## src/rtl/vote_tally.sv

```systemverilog
// Multi-cycle weighted ballot tally: one vote per voter per session, weighted
// saturating total, threshold decision pulsed out one cycle after close.
module vote_tally #(
  parameter int NP_N    = 32,
  parameter int VIP_N   = 8,
  parameter int VVIP_N  = 1,
  parameter int NP_WT   = 1,
  parameter int VIP_WT  = 4,
  parameter int VVIP_WT = 16,
  parameter int THRESH  = 32,
  parameter int SUM_W   = 8
) (
  input  logic              clk,
  input  logic              reset,
  input  logic              start,
  input  logic              ballot_valid,
  input  logic [NP_N-1:0]   np,
  input  logic [VIP_N-1:0]  vip,
  input  logic [VVIP_N-1:0] vvip,
  input  logic              close,
  output logic              busy,
  output logic [SUM_W-1:0]  total,
  output logic              early_pass,
  output logic              res_valid,
  output logic              res
);

  localparam int EXT_W = SUM_W + 2;
  localparam logic [EXT_W-1:0] SAT_MAX  = EXT_W'((1 << SUM_W) - 1);
  localparam logic [EXT_W-1:0] THRESH_X = EXT_W'(THRESH);
  localparam logic [EXT_W-1:0] NP_W_X   = EXT_W'(NP_WT);
  localparam logic [EXT_W-1:0] VIP_W_X  = EXT_W'(VIP_WT);
  localparam logic [EXT_W-1:0] VVIP_W_X = EXT_W'(VVIP_WT);

  typedef enum logic [1:0] {
    IDLE = 2'd0,
    OPEN = 2'd1,
    DONE = 2'd2
  } state_t;

  state_t state, state_next;

  logic clear;
  logic accept;
  logic load_res;

  logic [NP_N-1:0]   np_mask;
  logic [VIP_N-1:0]  vip_mask;
  logic [VVIP_N-1:0] vvip_mask;
  logic              res_q;

  logic [NP_N-1:0]   new_np;
  logic [VIP_N-1:0]  new_vip;
  logic [VVIP_N-1:0] new_vvip;
  logic [EXT_W-1:0]  cnt_np;
  logic [EXT_W-1:0]  cnt_vip;
  logic [EXT_W-1:0]  cnt_vvip;
  logic [EXT_W-1:0]  sum;
  logic [SUM_W-1:0]  total_upd;
  logic [SUM_W-1:0]  total_next;
  logic              pass_next;

  // NOTE: sequential state uses non-blocking assignments so every register
  // samples the pre-edge values of its peers, independent of block order.
  always_ff @(posedge clk or posedge reset) begin
    if (reset) state <= IDLE;
    else       state <= state_next;
  end

  // NOTE: every output of a combinational block is given a default first,
  // so no path leaves it unassigned and no latch is inferred.
  always_comb begin
    state_next = state;
    clear      = 1'b0;
    accept     = 1'b0;
    load_res   = 1'b0;
    unique case (state)
      IDLE: begin
        if (start) begin
          state_next = OPEN;
          clear      = 1'b1;
        end
      end
      OPEN: begin
        // close outranks start; a ballot on close is still counted.
        if (close) begin
          accept     = ballot_valid;
          load_res   = 1'b1;
          state_next = DONE;
        end else if (start) begin
          clear      = 1'b1;
        end else begin
          accept     = ballot_valid;
        end
      end
      DONE: state_next = IDLE;
      default: state_next = IDLE;
    endcase
  end

  always_comb begin
    new_np   = np   & ~np_mask;
    new_vip  = vip  & ~vip_mask;
    new_vvip = vvip & ~vvip_mask;

    cnt_np = '0;
    for (int i = 0; i < NP_N; i++) cnt_np = cnt_np + EXT_W'(new_np[i]);
    cnt_vip = '0;
    for (int i = 0; i < VIP_N; i++) cnt_vip = cnt_vip + EXT_W'(new_vip[i]);
    cnt_vvip = '0;
    for (int i = 0; i < VVIP_N; i++) cnt_vvip = cnt_vvip + EXT_W'(new_vvip[i]);

    sum = {2'b00, total} + cnt_np * NP_W_X + cnt_vip * VIP_W_X
        + cnt_vvip * VVIP_W_X;
    total_upd  = (sum > SAT_MAX) ? SAT_MAX[SUM_W-1:0] : sum[SUM_W-1:0];
    total_next = accept ? total_upd : total;
    pass_next  = ({2'b00, total_next} >= THRESH_X);
  end

  always_ff @(posedge clk or posedge reset) begin
    if (reset) begin
      np_mask   <= '0;
      vip_mask  <= '0;
      vvip_mask <= '0;
      total     <= '0;
      res_q     <= 1'b0;
    end else if (clear) begin
      np_mask   <= '0;
      vip_mask  <= '0;
      vvip_mask <= '0;
      total     <= '0;
      res_q     <= 1'b0;
    end else begin
      if (accept) begin
        np_mask   <= np_mask   | np;
        vip_mask  <= vip_mask  | vip;
        vvip_mask <= vvip_mask | vvip;
        total     <= total_upd;
      end
      if (load_res) res_q <= pass_next;
    end
  end

  assign busy       = (state == OPEN);
  assign res_valid  = (state == DONE);
  assign res        = res_q;
  assign early_pass = ({2'b00, total} >= THRESH_X) && (state != IDLE);

endmodule

```

## config.mk

```make
export PLATFORM = sky130hd
export DESIGN_NAME = vote_tally
export DESIGN_NICKNAME = d
export VERILOG_FILES = /design/src/rtl/vote_tally.sv
export SDC_FILE = /design/constraint.sdc
export NUM_CORES = 1
export LEC_CHECK = 0
export BUFFER_PORTS_ARGS = -buffer_cell sky130_fd_sc_hd__buf_2
export CAP_MARGIN = 20
export CORE_MARGIN = 5
export CORE_UTILIZATION = 60
export CTS_CLUSTER_SIZE = 30
export DETAILED_ROUTE_END_ITERATION = 8
export MAX_ROUTING_LAYER = met4
export PLACE_DENSITY = 0.9
export SLEW_MARGIN = 10
export SYNTH_ARGS = -nofsm -noshare
export SYNTH_HDL_FRONTEND = slang
export SYNTH_SLANG_ARGS = --single-unit
```

## constraint.sdc

```tcl
create_clock -name clk -period 10.5 [get_ports clk]
set_input_delay 0.525 -clock clk [delete_from_list [all_inputs] [get_ports clk]]
set_output_delay 0.525 -clock clk [all_outputs]
set_load 0.1 [all_outputs]
```

Word-level counts from Yosys, hierarchy flattened
Cells that the tools add are included.
{ "op_classes": {"n_addsub": 41, "n_lt_le_gt_ge": 3, "eq_ne": 4, "muxes": 22, "bitwise": 9, "n_reduce_logical": 6} }
{ "op_table": {"columns": ["op", "count"], "rows": [
  ["$add A10 B1 Y10", 22],
  ["$mux W32", 2],
  ["$mux W8", 5],
  ["$and A32 B32 Y32", 1],
  ["$not A32 Y32", 1],
  ["$or A32 B32 Y32", 1],
  ["$add A7 B1 Y8", 2],
  ["$ge A8 B6 Y1 const B", 2],
  ["$add A6 B1 Y7", 2],
  ["$add A5 B1 Y6", 2],
  ["$mux W1", 11],
  ["$add A10 B10 Y10", 1],
  ["$add A10 B5 Y10", 1],
  ["$add A4 B1 Y5", 2],
  ["$add A8 B10 Y10", 1],
  ["$add A9 B1 Y10", 1],
  ["$gt A10 B8 Y1 const B", 1],
  ["$add A8 B1 Y9", 1],
  ["$add A3 B1 Y4", 2],
  ["$and A8 B8 Y8", 1],
  ["$not A8 Y8", 1],
  ["$or A8 B8 Y8", 1],
  ["$add A2 B1 Y3", 2],
  ["$reduce_bool A2 Y1", 3],
  ["13 further kinds", 16]
]} }
{ "totals": {"regBits": 52, "input_bits": 46, "output_inout_bits": 12, "elab_cells": 91} }

Depth between registers and ports, before layout
{ "logic_depth": {"word_depth": 42, "depth_mapped": 23} }

Worst setup path after synthesis
Ideal clock, no wire load.
{ "synth_path": {"path_kind": "input port to flip-flop", "startpoint": "in vip[0]", "endpoint": "reg res_q, in the netlist res", "setup_time_ns": 0.101, "arrival_time_ns": 6.241, "path_slack_ns": 4.158, "cell_stages": 20, "path_buffers": 0, "path_cell_list": "nand2b_1 > fa_1 > fa_1 > fa_1 > inv_1 > ha_1 > ha_1 > ha_1 > fa_1 > fa_1 > inv_1 > fa_1 > inv_1 > ha_1 > nor2b_4 > o31a_1 > o311a_1 > o32ai_2 > nor4_1 > o32ai_1"} }
{ "synth_via": {"elab_chain_len": 16} }
{ "synth_lines": {"columns": ["element", "line", "text"], "rows": [
  ["from (decl)", "18", "input logic [VIP_N-1:0] vip,"],
  ["$and A8 B8 Y8 *", "103", "new_vip = vip & ~vip_mask;"],
  ["$add A1 B1 Y2 *", "109", "for (int i = 0; i < VIP_N; i++) cnt_vip = cnt_vip + EXT_W'(new_vip[i]);"],
  ["$add A2 B1 Y3 *", "109", null],
  ["$add A3 B1 Y4 *", "109", null],
  ["$add A4 B1 Y5 *", "109", null],
  ["$add A5 B1 Y6 *", "109", null],
  ["$add A6 B1 Y7 *", "109", null],
  ["$add A7 B1 Y8 *", "109", null],
  ["$add A10 B10 Y10 *", "113", "sum = {2'b00, total} + cnt_np * NP_W_X + cnt_vip * VIP_W_X"],
  ["$add A10 B5 Y10 *", "114", "+ cnt_vvip * VVIP_W_X;"],
  ["$gt A10 B8 Y1", "115", "total_upd = (sum > SAT_MAX) ? SAT_MAX[SUM_W-1:0] : sum[SUM_W-1:0];"],
  ["$mux W8 *", "115", null],
  ["$mux W8 *", null, null],
  ["$ge A8 B6 Y1 *", "117", "pass_next = ({2'b00, total_next} >= THRESH_X);"],
  ["$mux W1 *", "140", "if (load_res) res_q <= pass_next;"],
  ["$mux W1 *", "127", "end else if (clear) begin"],
  ["to (signal assigned)", "140", null],
  ["to (decl)", "50", "logic res_q;"]
]} }
Mark *: on every way between the ends. The rest lies on a longest branch, timed or not. The select of a mux whose other input is x is not followed.
A chain may end at the register's enable or synchronous reset.

Worst setup path in the final report
{ "layout_path": {"startpoint": "reg vip_mask[1]", "endpoint": "reg res_q, in the netlist res"} }
{ "layout_via": {"elab_chain_len": 17} }
{ "layout_lines": {"columns": ["element", "line", "text"], "rows": [
  ["from (decl)", "48", "logic [VIP_N-1:0] vip_mask;"],
  ["from (signal assigned)", "136", "vip_mask <= vip_mask | vip;"],
  ["$not A8 Y8 *", "103", null],
  ["$and A8 B8 Y8 *", "103", null],
  ["$add A1 B1 Y2 *", "109", null],
  ["$add A2 B1 Y3 *", "109", null],
  ["$add A3 B1 Y4 *", "109", null],
  ["$add A4 B1 Y5 *", "109", null],
  ["$add A5 B1 Y6 *", "109", null],
  ["$add A6 B1 Y7 *", "109", null],
  ["$add A7 B1 Y8 *", "109", null],
  ["$add A10 B10 Y10 *", "113", null],
  ["$add A10 B5 Y10 *", "114", null],
  ["$gt A10 B8 Y1", "115", null],
  ["$mux W8 *", "115", null],
  ["$mux W8 *", null, null],
  ["$ge A8 B6 Y1 *", "117", null],
  ["$mux W1 *", "140", null],
  ["$mux W1 *", "127", null]
]} }
Marked as above.

==> impl_metrics.py <==
metrics = {
    "outcome": {
        "run_status": "finished clean",
    },
    "logic_synthesis": {
        "synth.ff_latch_count": 52,
        "post_synthesis_simple_gate_area_fraction": 0.169,
        "synth-async-reset-ratio": 1.00,
        "synth_top_cell_area_share": 0.340,
        "dominant_combinational_cell_family_by_area_after_synthesis": "adder cells",
        "synth_cell_types": 45,
        "synthAdderAreaFrac": 0.287,
        "synth-seq-area-share": 0.340,
        "post_synthesis_net_count": 498,
        "synth.top_cells.by_area": "sky130_fd_sc_hd__dfrtp_1 34%, sky130_fd_sc_hd__fa_1 17%, sky130_fd_sc_hd__ha_1 11%",
        "synth.area.mux_share": 0.00589,
        "number_of_enable_flip_flop_cells_after_synthesis": 0,
        "synth_warnings": 0,
        "synthesis.area_mm2": 0.00382,
        "syn_inst": 384,
        "xor_xnor_fraction_of_synth_area": 0.0137,
        "syn_area_per_cell_um2": 9.95,
        "ys.flop_type": "sky130_fd_sc_hd__dfrtp_1",
        "synth_compound_area_frac": 0.133,
        "synth_top_area_cell": "sky130_fd_sc_hd__dfrtp_1",
    },
    "cells_and_area": {
        "antenna_cells_inserted": 0,
        "stdcell_count": 518,
        "layout.cells.most_common_list": "57 x sky130_fd_sc_hd__buf_2, 52 x sky130_fd_sc_hd__a21oi_1, 52 x sky130_fd_sc_hd__dfrtp_1",
        "fillCellCount": 497,
        "syn_to_final_growth_pct": 12.3,
        "layout.nets": 554,
        "post_route_cells_drive_above_1_share": 0.170,
        "mostFrequentLayoutCell": "sky130_fd_sc_hd__buf_2",
    },
    "floorplanning": {
        "pin_count": 58,
        "die_height_um": 89.8,
        "placeableCoreArea_mm2": 0.00628,
        "initial_utilization": 0.609,
        "rows": 29,
        "floorplan.die_area_mm2": 0.00807,
        "die_w_um": 89.8,
    },
    "sta": {
        "min_period_over_period": 0.630,
        "report.final.hold_viol_count": 0,
        "clock_period_minus_final_worst_setup_slack_ps": 6620,
        "timing.slew.headroom": 0.639,
        "slew_viol_final": 0,
        "maxClockFrequency_mhz": 151,
        "count_of_final_setup_violators": 0,
        "finalHoldWorstSlack_ps": 225,
        "fin_setup_tns_ps": 0,
        "rsz_0062_raised_after_global_routing": "no",
        "worst_pin_slew_ps": 542,
        "fin_skew_ps": 13.5,
    },
    "run": {
        "max_cap_violations": 0,
    },
    "setup_path": {
        "critPathLaunchType": "flip-flop",
        "worst_ep_arrival_time_ps": 6810,
        "cell_mode_on_critical_path": "sky130_fd_sc_hd__fa_1",
        "critical_path_buf_inv_count": 3,
        "cpPeakStageDelay_ps": 540,
        "worst-endpoint-required_ps": 10690,
        "largest_fanout_on_the_critical_path": 5,
        "crit_slowest_cell": "sky130_fd_sc_hd__fa_1",
        "critical-path-top-delay-family": "adder cells",
        "worst_setup_path_end_kind": "flip-flop",
        "critical_path.cell_chain": "nand2b_1 > fa_1 > fa_1 > fa_1 > inv_1 > ha_1 > ha_1 > ha_1 > fa_1 > fa_1 > inv_1 > fa_1 > inv_1 > ha_1 > nor2b_4 > o31a_1 > nor4_1 > o32ai_2 > nor4_1 > o32ai_1",
        "worstSetupPathType": "reg2reg",
        "ff2ff_setup_slack_ps": 3880,
    },
    "grt": {
        "grt_pass1_wl_mm": 13.7,
        "antenna_found_initial": 0,
        "grt_pass1_vias": 3060,
        "grt_max_degree": 53,
        "grtUsageTotal": 0.213,
        "grt_overflow": 0,
    },
    "routing": {
        "drtAntennaViolNets": 0,
        "initialDrtViolationCount": 154,
        "routed_wl_mm": 8.09,
        "routed-via-count": 2887,
        "routed_wire_length_per_instance_um": 15.6,
        "vias_per_cell": 5.57,
        "detail_route.drc_violations": 0,
        "firstDrtPassIters": 4,
    },
    "worst_hold_path": {
        "worst_hold_path_type": "in2async",
    },
    "cts": {
        "cts_inserted_buffers": 5,
        "holdBufCountCts": 0,
        "cts_htree_levels": 2,
        "numClockSinks": 52,
        "clockRootBuffer": "sky130_fd_sc_hd__clkbuf_8",
        "buffers_inserted_during_post_cts_setup_optimization": 0,
        "tritoncts": "done",
        "insertion_delay_ps": 330,
        "clock_tree.buffer_depth": 2,
        "postCtsResizedCells": 0,
        "clk_slew_on_worst_s_h_paths_ps": 110,
    },
    "placement": {
        "hpwl_mm": 6.40,
        "gp_congestion": 0.894,
        "buffer_ports.inserted": 57,
        "dp.cells": 509,
    },
}
==> cells by family after synthesis <==
logic type               Yosys count
AO/OA/AOI/OAI                     84
flip-flops                        52
adder cells (fa/ha/maj)           68
AND/OR/NAND/NOR                  122
XOR/XNOR                           6
buffers and inverters             51
multiplexers                       1
==> layer usage <==
layer	part of all wire	global-route usage	wire [um]
met1	0.42	0.261	3400
met2	0.51	0.347	4090
met3	0.054	0.0559	437
met4	0.020	0.0617	158
met5	0	-	0
==> worst paths after layout <==
path                             start     endpoint  cells past startpoint
max                        vip_mask[1]          res                     20
min                              reset  np_mask[31]                      2
max reg2reg                vip_mask[1]          res                     20
min reg2reg                vip_mask[4]  vip_mask[4]                      2
max in group asynchronous        reset     total[2]                      3
min in group clk                np[26]  np_mask[26]                      3
==> per-stage QoR <==
stage,setup slack [ps],area (um2),utilization
2_1_floorplan,4160,3820,-
3_3_place_gp,3890,4180,0.665
3_5_place_dp,3730,4180,0.665
5_1_grt,3470,4290,0.684
4_1_cts,3880,4270,0.681
6_report,3880,4290,0.684
==> final cells by class <==
cell class,count,area [um2],area share
clock buffer,5,68.8,0.0160
clock inverter,3,27.5,0.00641
inverter,40,150,0.0350
multi-input combinational,281,2330,0.542
sequential,52,1300,0.303
tap,77,96.3,0.0224
timing repair buffer,60,320,0.0746
==> synthesized netlist by cell type (2+ instances only) <==
library cell and instances:
sky130_fd_sc_hd__nor2_1 46, sky130_fd_sc_hd__clkbuf_1 9, sky130_fd_sc_hd__or3_1 2, sky130_fd_sc_hd__and3_1 2, sky130_fd_sc_hd__dfrtp_1 52, sky130_fd_sc_hd__fa_1 33, sky130_fd_sc_hd__o21ai_0 11, sky130_fd_sc_hd__inv_1 40
sky130_fd_sc_hd__xnor2_1 2, sky130_fd_sc_hd__a211oi_1 2, sky130_fd_sc_hd__nand2b_1 36, sky130_fd_sc_hd__nand2_1 8, sky130_fd_sc_hd__nand3b_1 2, sky130_fd_sc_hd__o21a_1 4, sky130_fd_sc_hd__a21oi_1 52, sky130_fd_sc_hd__a31oi_1 2
sky130_fd_sc_hd__nor4_1 3, sky130_fd_sc_hd__ha_1 35, sky130_fd_sc_hd__xor2_1 4, sky130_fd_sc_hd__o221a_1 3, sky130_fd_sc_hd__nor3_1 2, sky130_fd_sc_hd__nor2b_1 11
==> registers in the layout, indices dropped and copies added (netlist names) <==
register / count
np_mask: 32
total: 8
res: 1
vvip_mask: 1
vip_mask: 8
state: 2
Power is left out: the tool's default activity adds up to more than one toggle a clock period on the data nets, which glitch-free logic cannot reach.
